File: src/rtl/seq_det_pkg.sv
// Shared definitions for the programmable sequence detector: FSM encoding,
// default sizing and the configuration loaded at reset.
package seq_det_pkg;

  localparam int MAX_LEN_DEF = 8;
  localparam int LEN_W_DEF   = 4;
  localparam int CNT_W_DEF   = 8;

  typedef enum logic [1:0] {
    ST_IDLE = 2'd0,
    ST_RUN  = 2'd1,
    ST_DONE = 2'd2
  } state_t;

  localparam int DEF_PATTERN = 'b1011;
  localparam int DEF_LEN     = 4;
  localparam bit DEF_OVERLAP = 1'b1;
  localparam int DEF_LIMIT   = 0;

endpackage

File: src/rtl/seq_det_window.sv
// Serial history window: shifts accepted bits, tracks how many are valid and
// compares the newest len bits (including the incoming one) against the pattern.
module seq_det_window
  import seq_det_pkg::*;
#(
  parameter int MAX_LEN = MAX_LEN_DEF,
  parameter int LEN_W   = LEN_W_DEF
) (
  input  logic               clk,
  input  logic               rst,
  input  logic               accept,
  input  logic               din,
  input  logic [MAX_LEN-1:0] pattern,
  input  logic [LEN_W-1:0]   len,
  input  logic               clr_fill,
  output logic               match
);

  logic [MAX_LEN-2:0] r_hist;
  logic [LEN_W-1:0]   r_fill;

  logic [MAX_LEN-1:0] w_cand;
  logic [MAX_LEN:0]   w_one;
  logic [MAX_LEN:0]   w_mask_full;
  logic [MAX_LEN-1:0] w_mask;
  logic               w_fill_ok;

  assign w_cand      = {r_hist, din};
  assign w_one       = (MAX_LEN+1)'(1);
  assign w_mask_full = (w_one << len) - w_one;
  assign w_mask      = w_mask_full[MAX_LEN-1:0];
  // The incoming bit counts toward the window, hence fill+1.
  assign w_fill_ok   = ({1'b0, r_fill} + (LEN_W+1)'(1)) >= {1'b0, len};
  assign match       = accept && w_fill_ok && (((w_cand ^ pattern) & w_mask) == '0);

  always_ff @(posedge clk) begin
    if (rst || clr_fill) begin
      r_hist <= '0;
      r_fill <= '0;
    end else if (accept) begin
      r_hist <= w_cand[MAX_LEN-2:0];
      if (r_fill != LEN_W'(MAX_LEN))
        r_fill <= r_fill + LEN_W'(1);
    end
  end

endmodule

File: src/rtl/seq_det_ctrl.sv
// Run controller for the serial pattern detector: configuration registers,
// IDLE/RUN/DONE sequencing, input handshake and match counting.
module seq_det_ctrl
  import seq_det_pkg::*;
#(
  parameter int MAX_LEN = MAX_LEN_DEF,
  parameter int LEN_W   = LEN_W_DEF,
  parameter int CNT_W   = CNT_W_DEF
) (
  input  logic               clk,
  input  logic               rst,
  input  logic               cfg_we,
  input  logic [MAX_LEN-1:0] cfg_pattern,
  input  logic [LEN_W-1:0]   cfg_len,
  input  logic               cfg_overlap,
  input  logic [CNT_W-1:0]   cfg_limit,
  input  logic               start,
  input  logic               abort,
  input  logic               din,
  input  logic               din_valid,
  output logic               din_ready,
  output logic               y,
  output logic [CNT_W-1:0]   match_cnt,
  output logic               busy,
  output logic               done,
  output logic               cfg_err,
  output state_t             dbg_state
);

  // Handshake: a bit transfers in any cycle where din_valid && din_ready;
  // din_ready is high only in RUN and drops in the same cycle abort is seen.

  state_t             r_state, w_next;
  logic [MAX_LEN-1:0] r_pattern;
  logic [LEN_W-1:0]   r_len;
  logic               r_overlap;
  logic [CNT_W-1:0]   r_limit;
  logic [CNT_W-1:0]   r_cnt;
  logic               r_cfg_err;

  logic w_accept, w_match, w_limit_hit, w_enter_run, w_clr_fill;
  logic w_len_ok, w_cfg_ok, w_cfg_bad;

  assign din_ready   = (r_state == ST_RUN) && !abort;
  assign w_accept    = din_valid && din_ready;
  assign w_limit_hit = w_match && (r_limit != '0) &&
                       (({1'b0, r_cnt} + (CNT_W+1)'(1)) == {1'b0, r_limit});
  assign w_enter_run = (w_next == ST_RUN) && (r_state != ST_RUN);
  assign w_clr_fill  = w_enter_run || (w_match && !r_overlap);

  assign w_len_ok  = (cfg_len != '0) && (cfg_len <= LEN_W'(MAX_LEN));
  assign w_cfg_ok  = cfg_we && (r_state != ST_RUN) && w_len_ok;
  assign w_cfg_bad = cfg_we && !w_cfg_ok;

  seq_det_window #(.MAX_LEN(MAX_LEN), .LEN_W(LEN_W)) u_window (
    .clk      (clk),
    .rst      (rst),
    .accept   (w_accept),
    .din      (din),
    .pattern  (r_pattern),
    .len      (r_len),
    .clr_fill (w_clr_fill),
    .match    (w_match)
  );

  always_comb begin
    w_next = r_state;
    case (r_state)
      ST_IDLE: if (!abort && start) w_next = ST_RUN;
      ST_RUN: begin
        if (abort)            w_next = ST_IDLE;
        else if (w_limit_hit) w_next = ST_DONE;
      end
      ST_DONE: begin
        if (abort)      w_next = ST_IDLE;
        else if (start) w_next = ST_RUN;
      end
      default: w_next = ST_IDLE;
    endcase
  end

  always_ff @(posedge clk) begin
    if (rst) begin
      r_state   <= ST_IDLE;
      r_pattern <= MAX_LEN'(DEF_PATTERN);
      r_len     <= LEN_W'(DEF_LEN);
      r_overlap <= DEF_OVERLAP;
      r_limit   <= CNT_W'(DEF_LIMIT);
      r_cnt     <= '0;
      r_cfg_err <= 1'b0;
    end else begin
      r_state   <= w_next;
      r_cfg_err <= w_cfg_bad;
      if (w_cfg_ok) begin
        r_pattern <= cfg_pattern;
        r_len     <= cfg_len;
        r_overlap <= cfg_overlap;
        r_limit   <= cfg_limit;
      end
      if (w_enter_run)
        r_cnt <= '0;
      else if (w_match && (r_cnt != '1))
        r_cnt <= r_cnt + CNT_W'(1);
    end
  end

  assign y         = w_match;
  assign match_cnt = r_cnt;
  assign busy      = (r_state == ST_RUN);
  assign done      = (r_state == ST_DONE);
  assign cfg_err   = r_cfg_err;
  assign dbg_state = r_state;

endmodule

File: config.mk
export PLATFORM = sky130hd
export DESIGN_NAME = seq_det_ctrl
export DESIGN_NICKNAME = d
export VERILOG_FILES = /design/src/rtl/seq_det_pkg.sv /design/src/rtl/seq_det_window.sv /design/src/rtl/seq_det_ctrl.sv
export SDC_FILE = /design/constraint.sdc
export NUM_CORES = 1
export LEC_CHECK = 0
export CORE_MARGIN = 3
export CORE_UTILIZATION = 45
export CTS_CLUSTER_DIAMETER = 120
export DETAILED_ROUTE_END_ITERATION = 6
export PLACE_DENSITY = 0.67
export SYNTH_ARGS = -nofsm -noshare
export SYNTH_HDL_FRONTEND = slang
export SYNTH_SLANG_ARGS = --single-unit
File: constraint.sdc
create_clock -name clk -period 4.5 [get_ports clk]
set_input_delay 1.35 -clock clk [delete_from_list [all_inputs] [get_ports clk]]
set_output_delay 1.35 -clock clk [all_outputs]
set_load 0.01 [all_outputs]
# Yosys cells after proc, flatten, opt, wreduce, memory -nomap -nowiden
# Index checks and enable logic that the tools add are counted.
[totals]
reg_bits = 43
out_inout_bits = 15
word_cells = 57
input_bits = 28
[classes]
magnitude_cmp = 2
n_eq_ne = 7
shifts = 1
reduce_logical = 25
n_addsub = 5
bitwise_logic = 2
n_mux = 6
[ops]
columns = ["operator", "n"]
rows = [
  ["$logic_and A1 B1 Y1", 14],
  ["$mux W2", 5],
  ["$add A8 B1 Y9 const B", 1],
  ["$eq A9 B8 Y1", 1],
  ["$add A8 B1 Y8 const B", 1],
  ["$and A8 B8 Y8", 1],
  ["$logic_not A8 Y1", 1],
  ["$ne A8 B8 Y1 const B", 1],
  ["$reduce_bool A8 Y1", 1],
  ["$shl A1 B4 Y8 const A", 1],
  ["$sub A8 B1 Y8 const B", 1],
  ["$xor A8 B8 Y8", 1],
  ["$pmux W2 S3", 1],
  ["$add A4 B1 Y5 const B", 1],
  ["$ge A5 B4 Y1", 1],
  ["$add A4 B1 Y4 const B", 1],
  ["$eq A2 B1 Y1 const B", 2],
  ["$le A4 B4 Y1 const B", 1],
  ["$ne A4 B4 Y1 const B", 1],
  ["$reduce_bool A4 Y1", 1],
  ["$logic_not A1 Y1", 3],
  ["$eq A2 B2 Y1 const B", 1],
  ["$logic_not A2 Y1", 1],
  ["$logic_or A1 B1 Y1", 2],
  ["other kinds (3)", 3],
]

# Longest topological paths before layout
[logic_depth]
word_depth = 14
ltp_mapped = 13

# Cells and area by module
# A second synthesis with hierarchy kept.
[hier_totals]
cells_unflattened = 280
hier_area_um2 = 2285.9
[by_module_without_submodules]
columns = ["mod", "cells_per_inst", "n_inst", "seq_area_each_um2", "area_each_um2"]
rows = [
  ["seq_det_ctrl", 194, 1, 640.6, 1527.7],
  ["seq_det_window", 86, 1, 220.2, 758.2],
]

# Least setup slack after synthesis
# No wires, ideal clock.
[synth_timing]
path_kind = "in2out"
startpoint = "input port abort"
endpoint = "output port y"
required_ns = 3.150
cell_stages = 5
path_slack_ns = 0.117
arrival_ns = 3.033
n_path_buf = 1
cell_sequence = "or4bb_1 > buf_6 > a221o_1 > or3_4 > nor3b_1"
[synth_via]
elab_chain_cells = 5
[synth_rtl]
columns = ["element", "line_no", "text"]
rows = [
  ["from (decl)", "seq_det_ctrl.sv:18", "input logic abort,"],
  ["$logic_not A1 Y1", "seq_det_ctrl.sv:44", "assign din_ready = (r_state == ST_RUN) && !abort;"],
  ["$logic_and A1 B1 Y1", "seq_det_ctrl.sv:44", ""],
  ["$logic_and A1 B1 Y1", "seq_det_ctrl.sv:45", "assign w_accept = din_valid && din_ready;"],
  ["$logic_and A1 B1 Y1 (2 in series)", "seq_det_window.sv:34", "assign match = accept && w_fill_ok && (((w_cand ^ pattern) & w_mask) == '0);"],
  ["to (decl)", "seq_det_ctrl.sv:22", "output logic y,"],
]
# Every way passes these cells.

# Worst setup path after layout
[layout_timing]
startpoint = "input port din_valid"
endpoint = "output port y"
[layout_via]
elab_chain_cells = 3
[layout_rtl]
columns = ["element", "line_no", "text"]
rows = [
  ["from (decl)", "seq_det_ctrl.sv:20", "input logic din_valid,"],
  ["$logic_and A1 B1 Y1", "seq_det_ctrl.sv:45", ""],
  ["$logic_and A1 B1 Y1 (2 in series)", "seq_det_window.sv:34", ""],
]
# Every way passes these cells.

==> impl_metrics.tcl <==
set metrics [dict create \
    placed_area_mm2 0.00277 \
    dp_hpwl_mm 3.77 \
    antenna_left 0 \
    ys_seq_elements 43 \
    grt_setup_unrepaired "false" \
    cap_violations 0 \
    p_leak_nw 1.11 \
    cts-buffers-inserted 5 \
    ys_top_cells_by_area "dfxtp_1, nand2_1, a21oi_1" \
    io_buffers 42 \
    synth_edf_count 0 \
    crit_family "simple AND/OR/NAND/NOR gates" \
    status "finished clean" \
    path_cells "dlygate4sd2_1, or4bb_4, a221o_1, or3_4, nor3b_2, buf_4, buf_6" \
    reg2reg_slack_ps 1490 \
    end_kind "primary output" \
    grt_start_max_net_pins 28 \
    crit_slowest_cell "or4bb_4" \
    via_per_inst 5.15 \
    die_w_um 77.4 \
    drc_errors 0 \
    fmax_ghz 0.226 \
    fin_ws_ps 70.1 \
    slew_violations 0 \
    antennaDiodeCount 0 \
    start_util_pct 47.6 \
    grt_pass1_vias 1786 \
    total_power_mw 0.869 \
    drtIter0Drc 96 \
    dp_slack_ps -630 \
    cts_setup_buffers 0 \
    fp.coreArea_mm2 0.00482 \
    yosysMostFrequentCell "nand2_1" \
    antenna_found_initial 0 \
    finalCritPeriodShare_pct 98.4 \
    slew_headroom_pct 34.1 \
    cp-start-kind "input pin" \
    routed-via-count 2051 \
    die_h_um 77.4 \
    avgSynthCellArea_um2 7.93 \
    drive_gt1_share_pct 7.25 \
    synth_nets 325 \
    synthCells 289 \
    nets 366 \
    die-area_mm2 0.00599 \
    hp-class "reg -> reg" \
    cp.depth 7 \
    grt_pass1_wl_mm 8.53 \
    required_ps 3150 \
    crit_type "in -> out" \
    crit_end "y" \
    finalHoldViolations 0 \
    finalCriticalPeriod_ps 4430 \
    reg2reg_from "r_len[0]" \
    grt_usage_pct 17.5 \
    ys_types 47 \
    postRouteWirelength_mm 4.97 \
    crit_start "din_valid" \
    r2r-end "u_window.r_hist[6]" \
    place_congestion 0.801 \
    async_flop_share_pct 0 \
    synth_top_area_cell "dfxtp_1" \
    boundaryPins 43 \
    arrival_ps 3080 \
    grt_overflow 0 \
    synth_area_mm2 0.00229 \
    vdd_drop_max_mv 0.195 \
    fin_setup_tns_ps 0 \
    setup_viol 0 \
    synth_top_area_share_pct 37.6 \
    hold_slack_ps 469 \
    holdBufCountCts 0 \
    area_growth_pct 27.0 \
    yosys_warnings 0 \
    ys_seq_area_share_pct 37.6 \
    clk_latency_ps 290 \
    powerDensity_mw_per_mm2 299 \
    cts_tree "done" \
    synthFlopType "dfxtp_1" \
    rr_worst_depth 11 \
    cp_slowest_stage_delay_ps 470 \
    htreeDepth 2 \
    crit_buf_inv 3 \
    firstDrtPassIters 5 \
    tightestPinTransition_ps 986 \
    fill_cells 474 \
    stdcell_area_mm2 0.00291 \
    detail_route.wl_per_cell_um 12.5 \
    numClockSinks 43 \
    holdPathStages 2 \
    ctsRootBufferMaster "clkbuf_8" \
    rows 25 \
    holdCritStartpoint "r_overlap" \
    path_clk_slew_ps 80 \
    netlist_top_cells_count "nand2_1, dfxtp_1, a21oi_1" \
    cp_max_fo 2 \
    finClkSkew_ps 4.88 \
    clock_path_buffers 2 \
]
[power by group]
part	switching [mW]	leakage [nW]	internal [mW]	total, mW
Sequential	0.0153	0.350	0.393	0.409
Clock	0.133	0.0654	0.222	0.354
Combinational	0.0498	0.698	0.0563	0.106
Total	0.198	1.11	0.671	0.869
[worst min path at each step]
| stage | to | slack [ps] |
|---|---|---|
| 4_1_cts | r_overlap | 470 |
| 3_3_place_gp | r_overlap | 450 |
| 5_1_grt | r_overlap | 500 |
| 2_1_floorplan | r_overlap | 440 |
| 6_report | r_overlap | 470 |
| 3_5_place_dp | r_overlap | 450 |
[area by class of cell]
class / count / area (um2) / area share, %
Clock buffer: 6 / 72.6 / 2.49
Clock inverter: 2 / 60.1 / 2.06
Inverter: 12 / 45.0 / 1.55
Multi-Input combinational cell: 220 / 1330 / 45.5
Sequential cell: 43 / 861 / 29.6
Tap cell: 67 / 83.8 / 2.88
Timing Repair Buffer: 48 / 463 / 15.9
[state kept, by name (all words and copies together) (netlist names)]
| name | count |
|---|---|
| dbg_state | 2 |
| r_len | 4 |
| r_overlap | 1 |
| r_pattern | 8 |
| cfg_err | 1 |
| u_window.r_fill | 4 |
| match_cnt | 8 |
| u_window.r_hist | 7 |
| r_limit | 8 |
[cells in the final DEF (no fill, tap or decap), types with 2 or more instances in the layout]
cell	n
nand3b_1	5
or4_1	2
clkdlybuf4s50_1	38
clkbuf_8	5
o22ai_1	4
a21oi_1	29
nand2b_1	2
dfxtp_1	43
bufinv_16	2
o211ai_1	3
ha_1	8
inv_1	12
o21ai_0	5
buf_4	6
nor4_1	4
xor2_1	11
nand3_1	9
nor2_1	17
and3_1	5
a31oi_1	3
nor3_1	4
nand2_1	66
nor3b_1	4
xnor2_1	15
[routing by layer]
layer,track usage [%],vias to the layer above,part of all wire [%]
met2,26.0,53,42
met4,5.87,0,1.4
met1,24.9,919,50
met5,0,-,0
li1,-,1072,-
met3,4.18,7,6.4
[worst min-delay path: cells and delay by family (launching register included)]
| kind | cells | cell delay (ps) |
|---|---|---|
| AND/OR/NAND/NOR | 2 | 120 |
| flip-flops | 1 | 330 |
[stage by stage]
stage	utilization (%)	cells
floorplan	-	289
global placement	57.5	390
detailed placement	57.5	390
CTS	60.4	398
global route	60.4	398
finish	60.4	398
[kinds of logic after synthesis]
logic type	Yosys count	share of synthesized area (%)
compound gates	54	15.0
xor+xnor	26	9.93
fa+ha+maj	8	4.37
buf+inv	26	5.02
flops	43	37.6
mux	1	0.437
simple gates	131	27.7
[timing repair]
item                                    in CTS  in global routing
endpoints found under the hold margin        0                  0
endpoints found under the setup margin       1                  1
resized for setup                           12                  1
pin swaps                                    3                  1
Note: power is estimated with default switching activity, not from simulation.
